**src/rtl/serial_magnitude_comparator_if.sv**
```systemverilog
// Operand/handshake/result bundle for the serial magnitude comparator.
// The master drives start and the operands; the slave (the comparator) returns busy, done and the three flags.
interface serial_magnitude_comparator_if #(
   parameter int WIDTH = 8
);
   logic             start;
   logic [WIDTH-1:0] a;
   logic [WIDTH-1:0] b;
   logic             busy;
   logic             done;
   logic             lesser;
   logic             equals;
   logic             greater;

   modport master (
      output start, a, b,
      input  busy, done, lesser, equals, greater
   );

   modport slave (
      input  start, a, b,
      output busy, done, lesser, equals, greater
   );
endinterface

```
**src/rtl/serial_magnitude_comparator.sv**
```systemverilog
// Serial MSB-first compare of two latched operands. done pulses k cycles after start: k = 1..WIDTH with SERIAL_CMP_EARLY_EXIT_EN,
// otherwise always WIDTH. start is ignored while busy; flags hold until the next result.
module serial_magnitude_comparator #(
   parameter int WIDTH = 8
) (
   input logic                          clk,
   input logic                          rst,
   serial_magnitude_comparator_if.slave cmp
);
   localparam int IDX_W = (WIDTH > 1) ? $clog2(WIDTH) : 1;

   typedef enum logic {IDLE, COMPARE} state_t;

   state_t           state_q, state_d;
   logic [WIDTH-1:0] a_q, a_d;
   logic [WIDTH-1:0] b_q, b_d;
   logic [IDX_W-1:0] idx_q, idx_d;
   logic             done_q, done_d;
   logic             lesser_q, lesser_d;
   logic             equals_q, equals_d;
   logic             greater_q, greater_d;
   logic             bit_a, bit_b;
   logic             commit, res_lt, res_gt;
`ifndef SERIAL_CMP_EARLY_EXIT_EN
   // First differing bit seen so far; later bits must not override it.
   logic             diff_q, diff_d;
   logic             dgt_q, dgt_d;
`endif

   assign bit_a = a_q[idx_q];
   assign bit_b = b_q[idx_q];

   always_comb begin
      state_d   = state_q;
      a_d       = a_q;
      b_d       = b_q;
      idx_d     = idx_q;
      done_d    = 1'b0;
      lesser_d  = lesser_q;
      equals_d  = equals_q;
      greater_d = greater_q;
      commit    = 1'b0;
      res_lt    = 1'b0;
      res_gt    = 1'b0;
`ifndef SERIAL_CMP_EARLY_EXIT_EN
      diff_d    = diff_q;
      dgt_d     = dgt_q;
`endif
      unique case (state_q)
         IDLE: begin
            if (cmp.start) begin
               a_d     = cmp.a;
               b_d     = cmp.b;
               idx_d   = IDX_W'(WIDTH - 1);
               state_d = COMPARE;
`ifndef SERIAL_CMP_EARLY_EXIT_EN
               diff_d  = 1'b0;
               dgt_d   = 1'b0;
`endif
            end
         end
         COMPARE: begin
`ifdef SERIAL_CMP_EARLY_EXIT_EN
            if (bit_a != bit_b) begin
               commit = 1'b1;
               res_lt = bit_b;
               res_gt = bit_a;
            end else if (idx_q == '0) begin
               commit = 1'b1;
            end else begin
               idx_d = idx_q - IDX_W'(1);
            end
`else
            if (!diff_q && (bit_a != bit_b)) begin
               diff_d = 1'b1;
               dgt_d  = bit_a;
            end
            if (idx_q == '0) begin
               commit = 1'b1;
               if (diff_q) begin
                  res_gt = dgt_q;
                  res_lt = !dgt_q;
               end else begin
                  res_gt = bit_a & !bit_b;
                  res_lt = bit_b & !bit_a;
               end
            end else begin
               idx_d = idx_q - IDX_W'(1);
            end
`endif
         end
         default: state_d = IDLE;
      endcase
      if (commit) begin
         state_d   = IDLE;
         done_d    = 1'b1;
         lesser_d  = res_lt;
         greater_d = res_gt;
         equals_d  = !(res_lt | res_gt);
      end
   end

   always_ff @(posedge clk) begin
      if (rst) begin
         state_q   <= IDLE;
         a_q       <= '0;
         b_q       <= '0;
         idx_q     <= '0;
         done_q    <= 1'b0;
         lesser_q  <= 1'b0;
         equals_q  <= 1'b0;
         greater_q <= 1'b0;
`ifndef SERIAL_CMP_EARLY_EXIT_EN
         diff_q    <= 1'b0;
         dgt_q     <= 1'b0;
`endif
      end else begin
         state_q   <= state_d;
         a_q       <= a_d;
         b_q       <= b_d;
         idx_q     <= idx_d;
         done_q    <= done_d;
         lesser_q  <= lesser_d;
         equals_q  <= equals_d;
         greater_q <= greater_d;
`ifndef SERIAL_CMP_EARLY_EXIT_EN
         diff_q    <= diff_d;
         dgt_q     <= dgt_d;
`endif
      end
   end

   assign cmp.busy    = (state_q == COMPARE);
   assign cmp.done    = done_q;
   assign cmp.lesser  = lesser_q;
   assign cmp.equals  = equals_q;
   assign cmp.greater = greater_q;
endmodule

```
**src/flat_wrapper.sv**
```systemverilog
// flat-port wrapper written by rule: the top's interface ports become plain ports
module serial_magnitude_comparator_flat 
#(
   parameter int WIDTH = 8
)
  (clk, rst, cmp_start, cmp_a, cmp_b, cmp_busy, cmp_done, cmp_lesser, cmp_equals, cmp_greater);
  serial_magnitude_comparator_if #(.WIDTH(WIDTH)) cmp_i ();
  input logic clk;
  input logic rst;
  input wire logic [$bits(cmp_i.start)-1:0] cmp_start;
  input wire logic [$bits(cmp_i.a)-1:0] cmp_a;
  input wire logic [$bits(cmp_i.b)-1:0] cmp_b;
  output wire logic [$bits(cmp_i.busy)-1:0] cmp_busy;
  output wire logic [$bits(cmp_i.done)-1:0] cmp_done;
  output wire logic [$bits(cmp_i.lesser)-1:0] cmp_lesser;
  output wire logic [$bits(cmp_i.equals)-1:0] cmp_equals;
  output wire logic [$bits(cmp_i.greater)-1:0] cmp_greater;
  assign cmp_i.start = cmp_start;
  assign cmp_i.a = cmp_a;
  assign cmp_i.b = cmp_b;
  assign cmp_busy = cmp_i.busy;
  assign cmp_done = cmp_i.done;
  assign cmp_lesser = cmp_i.lesser;
  assign cmp_equals = cmp_i.equals;
  assign cmp_greater = cmp_i.greater;
  serial_magnitude_comparator #(.WIDTH(WIDTH)) u_core (.clk(clk), .rst(rst), .cmp(cmp_i));
endmodule
```
**config.mk**
```make
export PLATFORM = sky130hd
export DESIGN_NAME = serial_magnitude_comparator_flat
export DESIGN_NICKNAME = d
export VERILOG_FILES = /design/src/rtl/serial_magnitude_comparator_if.sv /design/src/rtl/serial_magnitude_comparator.sv /design/src/flat_wrapper.sv
export SDC_FILE = /design/constraint.sdc
export NUM_CORES = 1
export LEC_CHECK = 0
export CORE_MARGIN = 10
export CORE_UTILIZATION = 49
export DETAILED_ROUTE_END_ITERATION = 7
export MAX_ROUTING_LAYER = met4
export PLACE_DENSITY = 0.77
export SYNTH_ARGS = -nofsm -noshare
export SYNTH_HDL_FRONTEND = slang
export SYNTH_SLANG_ARGS = --single-unit
```
**constraint.sdc**
```tcl
create_clock -name clk -period 2.7 [get_ports clk]
set_clock_uncertainty 0.15 [all_clocks]
set_input_delay 0.54 -clock clk [delete_from_list [all_inputs] [get_ports clk]]
set_output_delay 0.54 -clock clk [all_outputs]
set_load 0.01 [all_outputs]
```
==> metrics list <==
* Library cell with the largest summed area after synthesis: sky130_fd_sc_hd__dfxtp_1
- Floorplan Core Area: roughly 2200 um2
* Startpoint of the worst setup timing path: u_core.idx_q[0]
- Post-CTS resize count: 0
- Synthesis produced 131 cells.
- The number of hold buffers added after CTS was 0.
- Critical path's top delay family: multiplexers
- Number of endpoints failing setup at the final stage: 0
* Insertion delay of the later-clocked pin in the worst-skew pair: roughly 320 ps
* Setup bufs post-CTS: 0
* Die area: 4738 um2
- By instance count, the leading cell after synthesis is sky130_fd_sc_hd__nand2_1.
* Vias in the first global route: between 900 and 1,000
- Yosys printed 0 warnings.
* Worst Hold Margin: between 300 and 400 ps
- The number of pins with negative max-slew slack in the final report was 0.
- Number of maximum-capacitance constraint violations: 0
- Post-layout net count: approximately 180
- The first global-routing pass estimated around 4200 um of wire.
* Worst Path Class, Setup: flop to flop
- Entering global routing, the biggest net connects 19 pins.
- Asr flop ratio synth: 0%
- Of all nets on the critical path, the largest fanout is 5.
* Crit path max-delay cell type: sky130_fd_sc_hd__mux4_1
- Number of clock sinks seen by CTS: 26
- Chip height: just under 70 um
- By count the netlist is led by sky130_fd_sc_hd__nand2_1, sky130_fd_sc_hd__dfxtp_1, sky130_fd_sc_hd__a21oi_1.
- DR WL/cell: roughly 14 um
- Worst Path Buf+Inv: 1
- TritonCTS built the clock tree.
- Final instance count without filler cells: roughly 180
* Number of buffers on the longest clock path: 2
- Dividing the synthesized area by the synthesized cell count gives approximately 8.9 um2.
- Final antenna diode count: 0
- Post-Route Setup TNS: 0 ps
- Number of port buffers: 23
* Synthesized netlist net count: roughly 150
* Yosys reg bits: 26
- Synth area leaders: sky130_fd_sc_hd__dfxtp_1, sky130_fd_sc_hd__nand2_1, sky130_fd_sc_hd__a21oi_1
- Area share of the largest cell type after synthesis: between 40% and 50%
* Peak supply drop: roughly 370 uV
* Cell Rows: 17
- Worst path max stage delay: about 580 ps
- For the pin with the worst max-slew slack, the measured transition is 693.1 ps.
- Before antenna repair, the detailed router went through 7 iterations.
- CTS root buf: sky130_fd_sc_hd__clkbuf_4
- The critical path goes through mux4_1, mux2i_1, inv_1, ha_1, or3b_2, nand4b_1, o31ai_2.
- Clock period minus final worst setup slack: between 2000 and 3000 ps
- In this run the count of I/O pins placed on the die edge is 24.
* Vias per inst: roughly 5.3
- The total overflow left after global routing is 0.
- Antenna violations before repair: 0
* Status: completed
* Placed cell count: 177
- Unrepaired setup endpoints after global routing: false
* Cell leakage power: 0.0005699 uW
* Proportion of synthesized chip area in sequential cells: 44.54%
- Arrival time at the worst endpoint: ~2600 ps
- Derived from the worst setup path, the maximum achievable clock frequency is ~390 MHz.
- Die Span X: 68.84 um
- The area growth from synthesis to layout is 24.41%.
* Final routed wirelength across all metal layers: ~2600 um
- The startpoint identified for the worst hold timing path is u_core.cmp.equals.
- After detailed routing, the number of remaining DRC violations is 0.
- For this configuration, the core starts out at a cell density of roughly 52%.
* Number of enable-type register cells in the synthesized netlist: 0
- STA classifies the critical path startpoint as a flop.
- Required time of the worst setup path: between 2000 and 3000 ps
- Layout cell share with drive strength beyond 1: ~8.5%
- Gr usage total: 11.89%
- The number of endpoints with negative hold slack in the final report came to 0.
* DR iter-0 viols: 37
* Core occupancy in the finished layout: around two thirds
* Primary flip-flop cell chosen by synthesis mapping: sky130_fd_sc_hd__dfxtp_1
- Number of different library cells in the post-synthesis netlist: 27
- The path class of the tightest hold or removal check is flop to flop.
* Endpoint class of the critical path: flop
- The worst pin sits at a relative slew slack of 53.79%.
* Number of CTS-inserted buffers: 3
- Total via count in the routed design: 954
- Portion of the clock cycle consumed by the worst path in the final layout: a little over nine tenths
- Crit Reg-Reg Startpoint: u_core.idx_q[0]
* Final antenna-violating net count: 0
- Placer's final routability congestion estimate: approximately 0.79
* Detailed placer's ending HPWL: ~2000 um
- Clock-pin slew of the registers on the worst-case setup and hold paths: around 140 ps
- Number of H-tree branching levels: 1
- For this design the ratio of total power to cell area is 553.2 nW/um2.
- In this run the cell area of the synthesized design comes to 1169 um2.
- Summing internal, switching and leakage power gives about 800 uW.
stage by stage:
| stage | worst slack (ps) | cell area, um2 |
|---|---|---|
| 3_3_place_gp | 250.5 | 1418 |
| 2_1_floorplan | 309.0 | 1169 |
| 4_1_cts | 164.6 | 1454 |
| 5_1_grt | 4.659 | 1454 |
| 6_report | 153.4 | 1454 |
| 3_5_place_dp | 192.3 | 1418 |
state kept, by name, summed over array words and instances, names as in the netlist:
| signal | cells |
|---|---|
| u_core.dgt_q | 1 |
| u_core.cmp.done | 1 |
| u_core.cmp.equals | 1 |
| u_core.idx_q | 3 |
| u_core.cmp.lesser | 1 |
| u_core.cmp.busy | 1 |
| u_core.a_q | 8 |
| u_core.b_q | 8 |
| u_core.cmp.greater | 1 |
| u_core.diff_q | 1 |
cell usage in the layout, fill, tap and decap left out, types with 2 or more instances in the layout:
cell	count
sky130_fd_sc_hd__nor2_1	5
sky130_fd_sc_hd__buf_4	4
sky130_fd_sc_hd__mux2i_1	8
sky130_fd_sc_hd__nand2_1	34
sky130_fd_sc_hd__dfxtp_1	26
sky130_fd_sc_hd__a211oi_1	2
sky130_fd_sc_hd__nor2b_1	2
sky130_fd_sc_hd__clkbuf_4	3
sky130_fd_sc_hd__inv_1	5
sky130_fd_sc_hd__mux4_1	2
sky130_fd_sc_hd__a21oi_1	21
sky130_fd_sc_hd__ha_1	4
sky130_fd_sc_hd__clkdlybuf4s50_1	23
cell type report:
| type | instances | area [um2] |
|---|---|---|
| Sequential cell | 26 | 520.5 |
| Multi-Input combinational cell | 91 | 583.1 |
| Fill cell | 184 | 779.5 |
| Clock buffer | 4 | 36.28 |
| Tap cell | 28 | 35.03 |
| Inverter | 5 | 18.77 |
| Timing Repair Buffer | 27 | 260.3 |
cell families (layout without fill, tap and decap cells):
group / Yosys count / count (layout) / share of synthesized area, %
compound gates: 27 / 27 / 13.49
fa+ha+maj: 4 / 4 / 4.283
buf+inv: 14 / 36 / 5.568
flops: 26 / 26 / 44.54
mux: 11 / 11 / 13.28
simple gates: 49 / 49 / 18.85
per-layer routing:
layer	global-route usage (%)	share of wire [%]	vias up
li1	-	-	489
met1	13.79	45	432
met2	18.66	49	27
met4	7.143	1.2	0
met3	2.254	4.3	6
met5	-	0	-
report_power, final:
group	internal, uW	leakage [uW]	switching [uW]
clock network	82.5	0.0000210	115
logic	92.4	0.000335	74.8
registers	412	0.000214	27.4
total	587	0.000570	217
path summary, 6_finish.rpt:
kind	to	slack (ps)	cells after the start
max	u_core.dgt_q	150	7
min	u_core.cmp.equals	310	2
max reg2reg	u_core.dgt_q	150	7
min reg2reg	u_core.cmp.equals	310	2
worst min-delay path, delay by kind of cell (launching register included):
| family | cells | cell delay, ps |
|---|---|---|
| DFF | 1 | 330 |
| and+or+nand+nor | 1 | 50 |
| AOI/OAI and AO/OA | 1 | 50 |
Power figures use the tool's default switching activity.
